<file path="config.mk">
export PLATFORM = sky130hd
export DESIGN_NAME = oam_dma_arbiter
export DESIGN_NICKNAME = d
export VERILOG_FILES = /design/src/rtl/oam_dma_arbiter.sv
export SDC_FILE = /design/constraint.sdc
export NUM_CORES = 1
export LEC_CHECK = 0
export ABC_CLOCK_PERIOD_IN_PS = 2100
export CORE_AREA = 2 2 64 72
export DETAILED_ROUTE_END_ITERATION = 10
export DIE_AREA = 0 0 66 74
export HOLD_SLACK_MARGIN = 0.03
export PLACE_DENSITY_LB_ADDON = 0.12
export SYNTH_ARGS = -nofsm -noshare
export SYNTH_HDL_FRONTEND = slang
export SYNTH_SLANG_ARGS = --single-unit
</file>
<file path="constraint.sdc">
create_clock -name clock -period 2.1 [get_ports clock]
set_input_delay 0.21 -clock clock [delete_from_list [all_inputs] [get_ports clock]]
set_output_delay 0.21 -clock clock [all_outputs]
set_load 0.01 [all_outputs]
</file>
<file path="src/rtl/oam_dma_arbiter.sv">
// OAM DMA engine and CPU/DMA bus arbiter: copies DMA_LEN bytes from page {src,00} to OAM_BASE.
// Build option DMA_CPU_BLOCK_EN: non-HRAM CPU accesses are blocked during DMA instead of stealing.
module oam_dma_arbiter #(
  parameter logic [15:0] DMA_REG_ADDR = 16'hFF46,
  parameter logic [15:0] OAM_BASE     = 16'hFE00,
  parameter int unsigned DMA_LEN      = 160
) (
  input  logic        clock,
  input  logic        reset,
  input  logic [15:0] cpu_addr,
  input  logic [7:0]  cpu_wdata,
  input  logic        cpu_we,
  input  logic        cpu_re,
  output logic [7:0]  cpu_rdata,
  output logic [15:0] mem_addr,
  output logic [7:0]  mem_wdata,
  output logic        mem_we,
  output logic        mem_re,
  input  logic [7:0]  mem_rdata,
  output logic        dma_active
);

  localparam logic [1:0] StIdle  = 2'd0;
  localparam logic [1:0] StStart = 2'd1;
  localparam logic [1:0] StRead  = 2'd2;
  localparam logic [1:0] StWrite = 2'd3;

  localparam logic [8:0] LenCount = 9'(DMA_LEN);

  logic [1:0] state_q, state_d;
  logic [7:0] idx_q, idx_d;
  logic [7:0] latch_q, latch_d;
  logic [7:0] src_page_q, src_page_d;

  logic       reg_hit, reg_wr, reg_rd, cpu_acc, active, cpu_wins;
  logic       dma_rd, dma_wr;
  logic [7:0] rd_page;

  assign reg_hit = (cpu_addr == DMA_REG_ADDR);
  assign reg_wr  = cpu_we & reg_hit;
  assign reg_rd  = cpu_re & reg_hit;
  assign cpu_acc = (cpu_we | cpu_re) & ~reg_hit;
  assign active  = (state_q != StIdle);

`ifdef DMA_CPU_BLOCK_EN
  logic hram_hit;
  assign hram_hit = (cpu_addr >= 16'hFF80) && (cpu_addr <= 16'hFFFE);
  assign cpu_wins = cpu_acc & (~active | hram_hit);
`else
  assign cpu_wins = cpu_acc;
`endif

  // A register write restarts the engine, so that cycle carries no DMA bus step.
  assign dma_rd = (state_q == StRead) & ~cpu_wins & ~reg_wr & ~reset;
  assign dma_wr = (state_q == StWrite) & ~cpu_wins & ~reg_wr & ~reset;

  // Echo-RAM pages E0-FF fold back onto C0-DF.
  assign rd_page = (src_page_q >= 8'hE0) ? (src_page_q & 8'hDF) : src_page_q;

  assign dma_active = active;

  always_comb begin
    mem_addr  = 16'h0000;
    mem_wdata = 8'h00;
    mem_we    = 1'b0;
    mem_re    = 1'b0;
    cpu_rdata = 8'hFF;
    if (cpu_wins) begin
      mem_addr  = cpu_addr;
      mem_we    = cpu_we;
      mem_re    = cpu_re & ~cpu_we;
      mem_wdata = cpu_we ? cpu_wdata : 8'h00;
    end else if (dma_rd) begin
      mem_addr = {rd_page, idx_q};
      mem_re   = 1'b1;
    end else if (dma_wr) begin
      mem_addr  = OAM_BASE + {8'h00, idx_q};
      mem_wdata = latch_q;
      mem_we    = 1'b1;
    end
    if (reg_rd) begin
      cpu_rdata = src_page_q;
    end else if (cpu_wins && cpu_re && !cpu_we) begin
      cpu_rdata = mem_rdata;
    end
  end

  always_comb begin
    state_d    = state_q;
    idx_d      = idx_q;
    latch_d    = latch_q;
    src_page_d = src_page_q;
    if (reg_wr) begin
      src_page_d = cpu_wdata;
      state_d    = StStart;
      idx_d      = 8'h00;
    end else begin
      case (state_q)
        StStart: state_d = StRead;
        StRead: begin
          if (dma_rd) begin
            latch_d = mem_rdata;
            state_d = StWrite;
          end
        end
        StWrite: begin
          if (dma_wr) begin
            idx_d   = idx_q + 8'd1;
            state_d = (({1'b0, idx_q} + 9'd1) == LenCount) ? StIdle : StRead;
          end
        end
        default: state_d = StIdle;
      endcase
    end
  end

  always_ff @(posedge clock) begin
    if (reset) begin
      state_q    <= StIdle;
      idx_q      <= 8'h00;
      latch_q    <= 8'h00;
      src_page_q <= 8'h00;
    end else begin
      state_q    <= state_d;
      idx_q      <= idx_d;
      latch_q    <= latch_d;
      src_page_q <= src_page_d;
    end
  end

endmodule

</file>
* Yosys cells after proc, flatten, opt, wreduce, memory -nomap -nowiden
Cells that the tools add are included.
** Word-level totals
- Register bits :: 26
- Latch bits :: 0
- RAM bits :: 0
- ROM bits :: 0
- Input bits :: 36
- Output and inout port bits :: 35
- Word-level logic and storage cells :: 63
- Memories :: 0
** Operators by class
- $add $sub $neg :: 3
- Multipliers :: 0
- Div/mod/pow operators :: 0
- $lt $le $gt $ge :: 1
- Equal/unequal tests :: 9
- Shift operators :: 0
- Mux-type cells :: 20
- Bitwise gates (word level) :: 16
- Reduce and logical (&&, ||, !) cells :: 9
** Operator list (number)
- $mux W16 :: 3
- $mux W8 :: 6
- $eq A16 B16 Y1 const B :: 1
- $add A10 B9 Y11 const A :: 1
- $and A1 B1 Y1 :: 10
- $add A8 B1 Y9 const B :: 1
- $eq A9 B8 Y1 const B :: 1
- $add A8 B1 Y8 const B :: 1
- $ge A8 B8 Y1 const B :: 1
- $mux W1 :: 6
- $mux W2 :: 3
- $mux W6 :: 1
- $ne A3 B3 Y1 const B :: 2
- $pmux W2 S3 :: 1
- $reduce_and A2 Y1 :: 3
- $not A1 Y1 :: 5
- $eq A2 B2 Y1 const B :: 2
- $ne A2 B2 Y1 const B :: 2
- $reduce_and A3 Y1 :: 1
- $eq A2 B1 Y1 const B :: 1
- $logic_and A1 B1 Y1 :: 2
- $reduce_bool A2 Y1 :: 1
- $reduce_or A2 Y1 :: 1
- $logic_not A1 Y1 :: 1
- $or A1 B1 Y1 :: 1

* Depth between registers and ports, before layout
Gate-level depths: netlist of the first run.
- Depth in word-level cells :: 10
- Depth in mapped cells :: 7
- Gate-level depth less buffers :: 6

* Worst setup path before layout of the first run
OpenSTA, ideal clock, no wires.
- Path type :: input -> output
- From :: input cpu_addr[7]
- To :: output mem_addr[11]
- Arrival :: 1.518 ns
- Required time :: 1.890 ns
- Path slack :: 0.372 ns
- Stages on the path :: 7
- Buffers on the path :: 2
- Cells stage by stage :: and4bb_4 and4_4 a21o_1 buf_6 nor3_4 buf_6 a221o_1
** Between the ends
- Word-level cells in the longest chain between the ends :: 10
- Elaborated cells between the ends (all ways) :: 15
- Classes of those cells :: 1 x eq/ne; 3 x mux; 11 x bitwise
** RTL lines
- from (decl) :: RTL line 10 : input logic [15:0] cpu_addr,
- $eq A16 B16 Y1 * :: RTL line 39 : assign reg_hit = (cpu_addr == DMA_REG_ADDR);
- $not A1 Y1 :: RTL line 42 : assign cpu_acc = (cpu_we | cpu_re) & ~reg_hit;
- $and A1 B1 Y1 :: RTL line 42
- $not A1 Y1 :: RTL line 54, 55
- $and A1 B1 Y1 (3 in a row) :: RTL line 55 : assign dma_wr = (state_q == StWrite) & ~cpu_wins & ~reg_wr & ~reset;
- $mux W16 :: RTL line 76 : end else if (dma_wr) begin
- $mux W16 :: RTL line 73 : end else if (dma_rd) begin
- $mux W16 * :: RTL line 68 : if (cpu_wins) begin
- to (decl) :: RTL line 15 : output logic [15:0] mem_addr,
Mark *: on every way between the ends. The rest lies on a longest branch, timed or not.

* Final worst setup path of the first run
- From :: input cpu_addr[7]
- To :: output mem_addr[9]
Same word-level chain as after synthesis.

==> results.json, run 1 <==
{
  "die_h_um": 74,
  "met2_wirelength_um": 2960,
  "wire_per_inst_um": 15.4,
  "synth_cells": 232,
  "critical-path-top-delay-family": "simple AND/OR/NAND/NOR gates",
  "globalRouteOverflowTotal": 0,
  "yosysWarnings": 0,
  "syn-mean-instance-area_um2": 7.38,
  "drive_gt1_frac": 0.241,
  "synth_edf_count": 0,
  "clkTransAtPathRegs_ns": 0.09,
  "finalNonFillerCells": 382,
  "worst_clock_skew_ns": 0.00318,
  "core_area_um2": 4190,
  "ant_nets": 0,
  "rr_endpoint": "state_q[1]$_SDFFE_PP0P_",
  "initial_core_util": 0.408,
  "grt_max_degree": 26,
  "syn_to_final_growth_pct": 58.0,
  "numCtsBuffers": 3,
  "min_from": "latch_q[4]$_SDFFE_PP0P_",
  "path_buf_inv": 3,
  "dieWidth_um": 66,
  "clock_latency_ns": 0.27,
  "leakagePower_nw": 1.10,
  "ios": 71,
  "yosysUniqueCellTypes": 41,
  "dp.cells": 371,
  "grtUsageTotal": 0.251,
  "gp_congestion": 0.812,
  "final-max-slew-violation-count": 0,
  "die-area_um2": 4880,
  "status": "complete, no violations",
  "hold_violations": 0,
  "endpoint_kind": "output port",
  "worst_pin_slew_ns": 0.351,
  "slowest_delay_ns": 0.36,
  "cts_hold_buf": 0,
  "finalCriticalPeriod_ns": 2.05,
  "fp-row-count": 25,
  "h-tree-depth": 1,
  "reg2reg_depth": 6,
  "synth-seq-cells": 26,
  "antenna_found_initial": 0,
  "diodes": 0,
  "place_hpwl_um": 4290,
  "synth-async-reset-ratio": 0,
  "ys.flop_type": "dfxtp_1",
  "clock-sinks": 26,
  "root_buffer": "clkbuf_8",
  "synth_area_um2": 1710,
  "dr.pass1.iters": 5,
  "ys_seq_area_frac": 0.304,
  "max_freq_ghz": 0.488,
  "min_to": "latch_q[4]$_SDFFE_PP0P_",
  "finalSetupViolations": 0,
  "dr.first_iter.drc_count": 123,
  "drc": 0,
  "first_global_vias": 2022,
  "ir_worst_vdd_mv": 0.310,
  "maxCapViolations": 0,
  "wl_met3_um": 344,
  "hp-class": "flip-flop to flip-flop",
  "tns_ns": 0,
  "grt_pass1_wl_um": 9440,
  "hold_ws_ns": 0.458,
  "cts_tree": "yes",
  "r2r_setup_slack_ns": 0.28,
  "vias": 2050,
  "min_path_cells": 2,
  "synth_nets": 270,
  "cp_max_fo": 7,
  "clockBufferDepth": 2,
  "avgViaCountPerCell": 5.37,
  "r2r-start": "idx_q[0]$_SDFFE_PP0P_",
  "layout.nets": 367,
  "startpoint_type": "input pin",
  "fin_crit_sh": 0.976,
  "drt-total-wl_um": 5880,
  "crit_slowest_cell": "and4bb_4",
  "power.density_nw_per_um2": 394,
  "wl_met1_um": 2480,
  "cp_data_arrival_time_ns": 1.84,
  "slew_headroom": 0.766,
  "required_ns": 1.89,
  "placement.io_buffers": 70,
  "path_cells": "dlygate4sd2_1 -> and4bb_4 -> and4_4 -> a21o_1 -> nor3_4 -> buf_6 -> a221o_1 -> buf_2",
  "highest_layer": "met4",
  "critPathKind": "input pin to output port"
}
-- final cells by class --
class / instances / area (µm²)
clock buffers: 4 / 55.1
repair buffers: 110 / 927
fillers: 423 / 1490
flip-flops and latches: 26 / 520
well taps: 54 / 67.6
inverters: 1 / 3.75
multi-input cells: 187 / 1130
-- stage by stage --
stage                     instance area, µm²  power, W  utilization  worst slack (ns)
after global routing                    2700   0.00111        0.645          -0.00356
after floorplan                         1710  0.000595            -             0.372
after CTS                               2670   0.00107        0.636            0.0433
final                                   2700   0.00106        0.645            0.0494
after detailed placement                2640  0.000774        0.630            -0.558
after global placement                  2640  0.000774        0.630            -0.545
-- metal layers --
layer  track usage  vias to the layer above
met5             0                        -
met1         0.303                      934
met3        0.0318                       10
met2         0.449                       81
li1              -                     1025
met4         0.104                        0
-- registers in the layout (all words and copies together) (netlist names) --
signal,cells
idx_q,8
latch_q,8
src_page_q,8
state_q,2
-- worst max-delay path by stage --
stage,end,from,cells after the start
floorplan,mem_addr[11],cpu_addr[7],7
global placement,mem_addr[3],cpu_addr[0],8
detailed placement,mem_addr[4],cpu_addr[0],8
CTS,mem_addr[9],cpu_addr[0],8
global route,mem_wdata[5],cpu_addr[1],8
finish,mem_addr[9],cpu_addr[7],8
-- Yosys cell counts (all sizes together) (2+ instances only) --
library cell   n  area share
nand2         48        0.11
xnor2          9       0.046
a22o           6       0.031
a221o          6       0.035
a31oi          3       0.011
and4           2       0.013
dfxtp         26        0.30
a32o           3       0.018
nor4b          2       0.010
nor2          18       0.039
nand4          3       0.011
o21ai         20       0.058
buf            6       0.025
nor3          13       0.045
and3           2      0.0073
ha             2       0.015
a21oi         19       0.056
and4bb         2       0.017
or2            2      0.0073
clkbuf        12       0.026
nand3         13       0.038
-- cells by family (layout without fill, tap and decap cells) --
logic type,count (synthesis),after routing,synth area share
AND/OR/NAND/NOR,110,110,0.317
buffers and inverters,19,115,0.0534
multiplexers,1,1,0.00658
XOR/XNOR,10,10,0.0512
AO/OA/AOI/OAI,64,64,0.254
flip-flops,26,26,0.304
adder cells (fa/ha/maj),2,2,0.0146
-- placed cells by master (no fill, tap or decap), types with 3 or more instances in the layout --
cell type,instances
clkbuf_8,4
nand4_1,3
clkdlybuf4s15_2,5
clkdlybuf4s15_1,7
a32o_1,3
clkdlybuf4s50_1,18
o21ai_0,9
xnor2_1,9
a21oi_1,18
nand2_1,47
dlygate4sd2_1,21
nand3_1,13
nor3_1,12
o21ai_1,11
buf_2,16
dfxtp_1,26
nor2_1,18
buf_6,5
a31oi_1,3
a221o_1,6
a22o_1,6
buf_4,34
-- power by group --
group,switching [W],leakage (nW),internal [W]
sequential,0.00000000142,0.209,0.000493
clock,0.000161,0.0288,0.000168
combinational,0.000112,0.863,0.000131
total,0.000273,1.10,0.000791
-- worst min-delay path, delay by kind of cell (launching register included) --
kind               cells  cell delay [ns]
AOI/OAI and AO/OA      1             0.05
DFF                    1             0.32
and+or+nand+nor        1             0.05
-- repair_timing --
action,in CTS,in global routing
pin swaps,8,2
gates cloned,1,0
setup buffers,3,3
resized for setup,127,11
setup endpoints to repair,34,23
Power figures use the tool's default switching activity.
==> run 2, diff against run 1 <==
--- a/config.mk
+++ b/config.mk
@@ -5,7 +5,6 @@
 export SDC_FILE = /design/constraint.sdc
 export NUM_CORES = 1
 export LEC_CHECK = 0
-export ABC_CLOCK_PERIOD_IN_PS = 2100
 export CORE_AREA = 2 2 64 72
 export DETAILED_ROUTE_END_ITERATION = 10
 export DIE_AREA = 0 0 66 74
==> results of run 2 <==
Same layout as run 1: the final DEF is identical, and so are final timing and power.
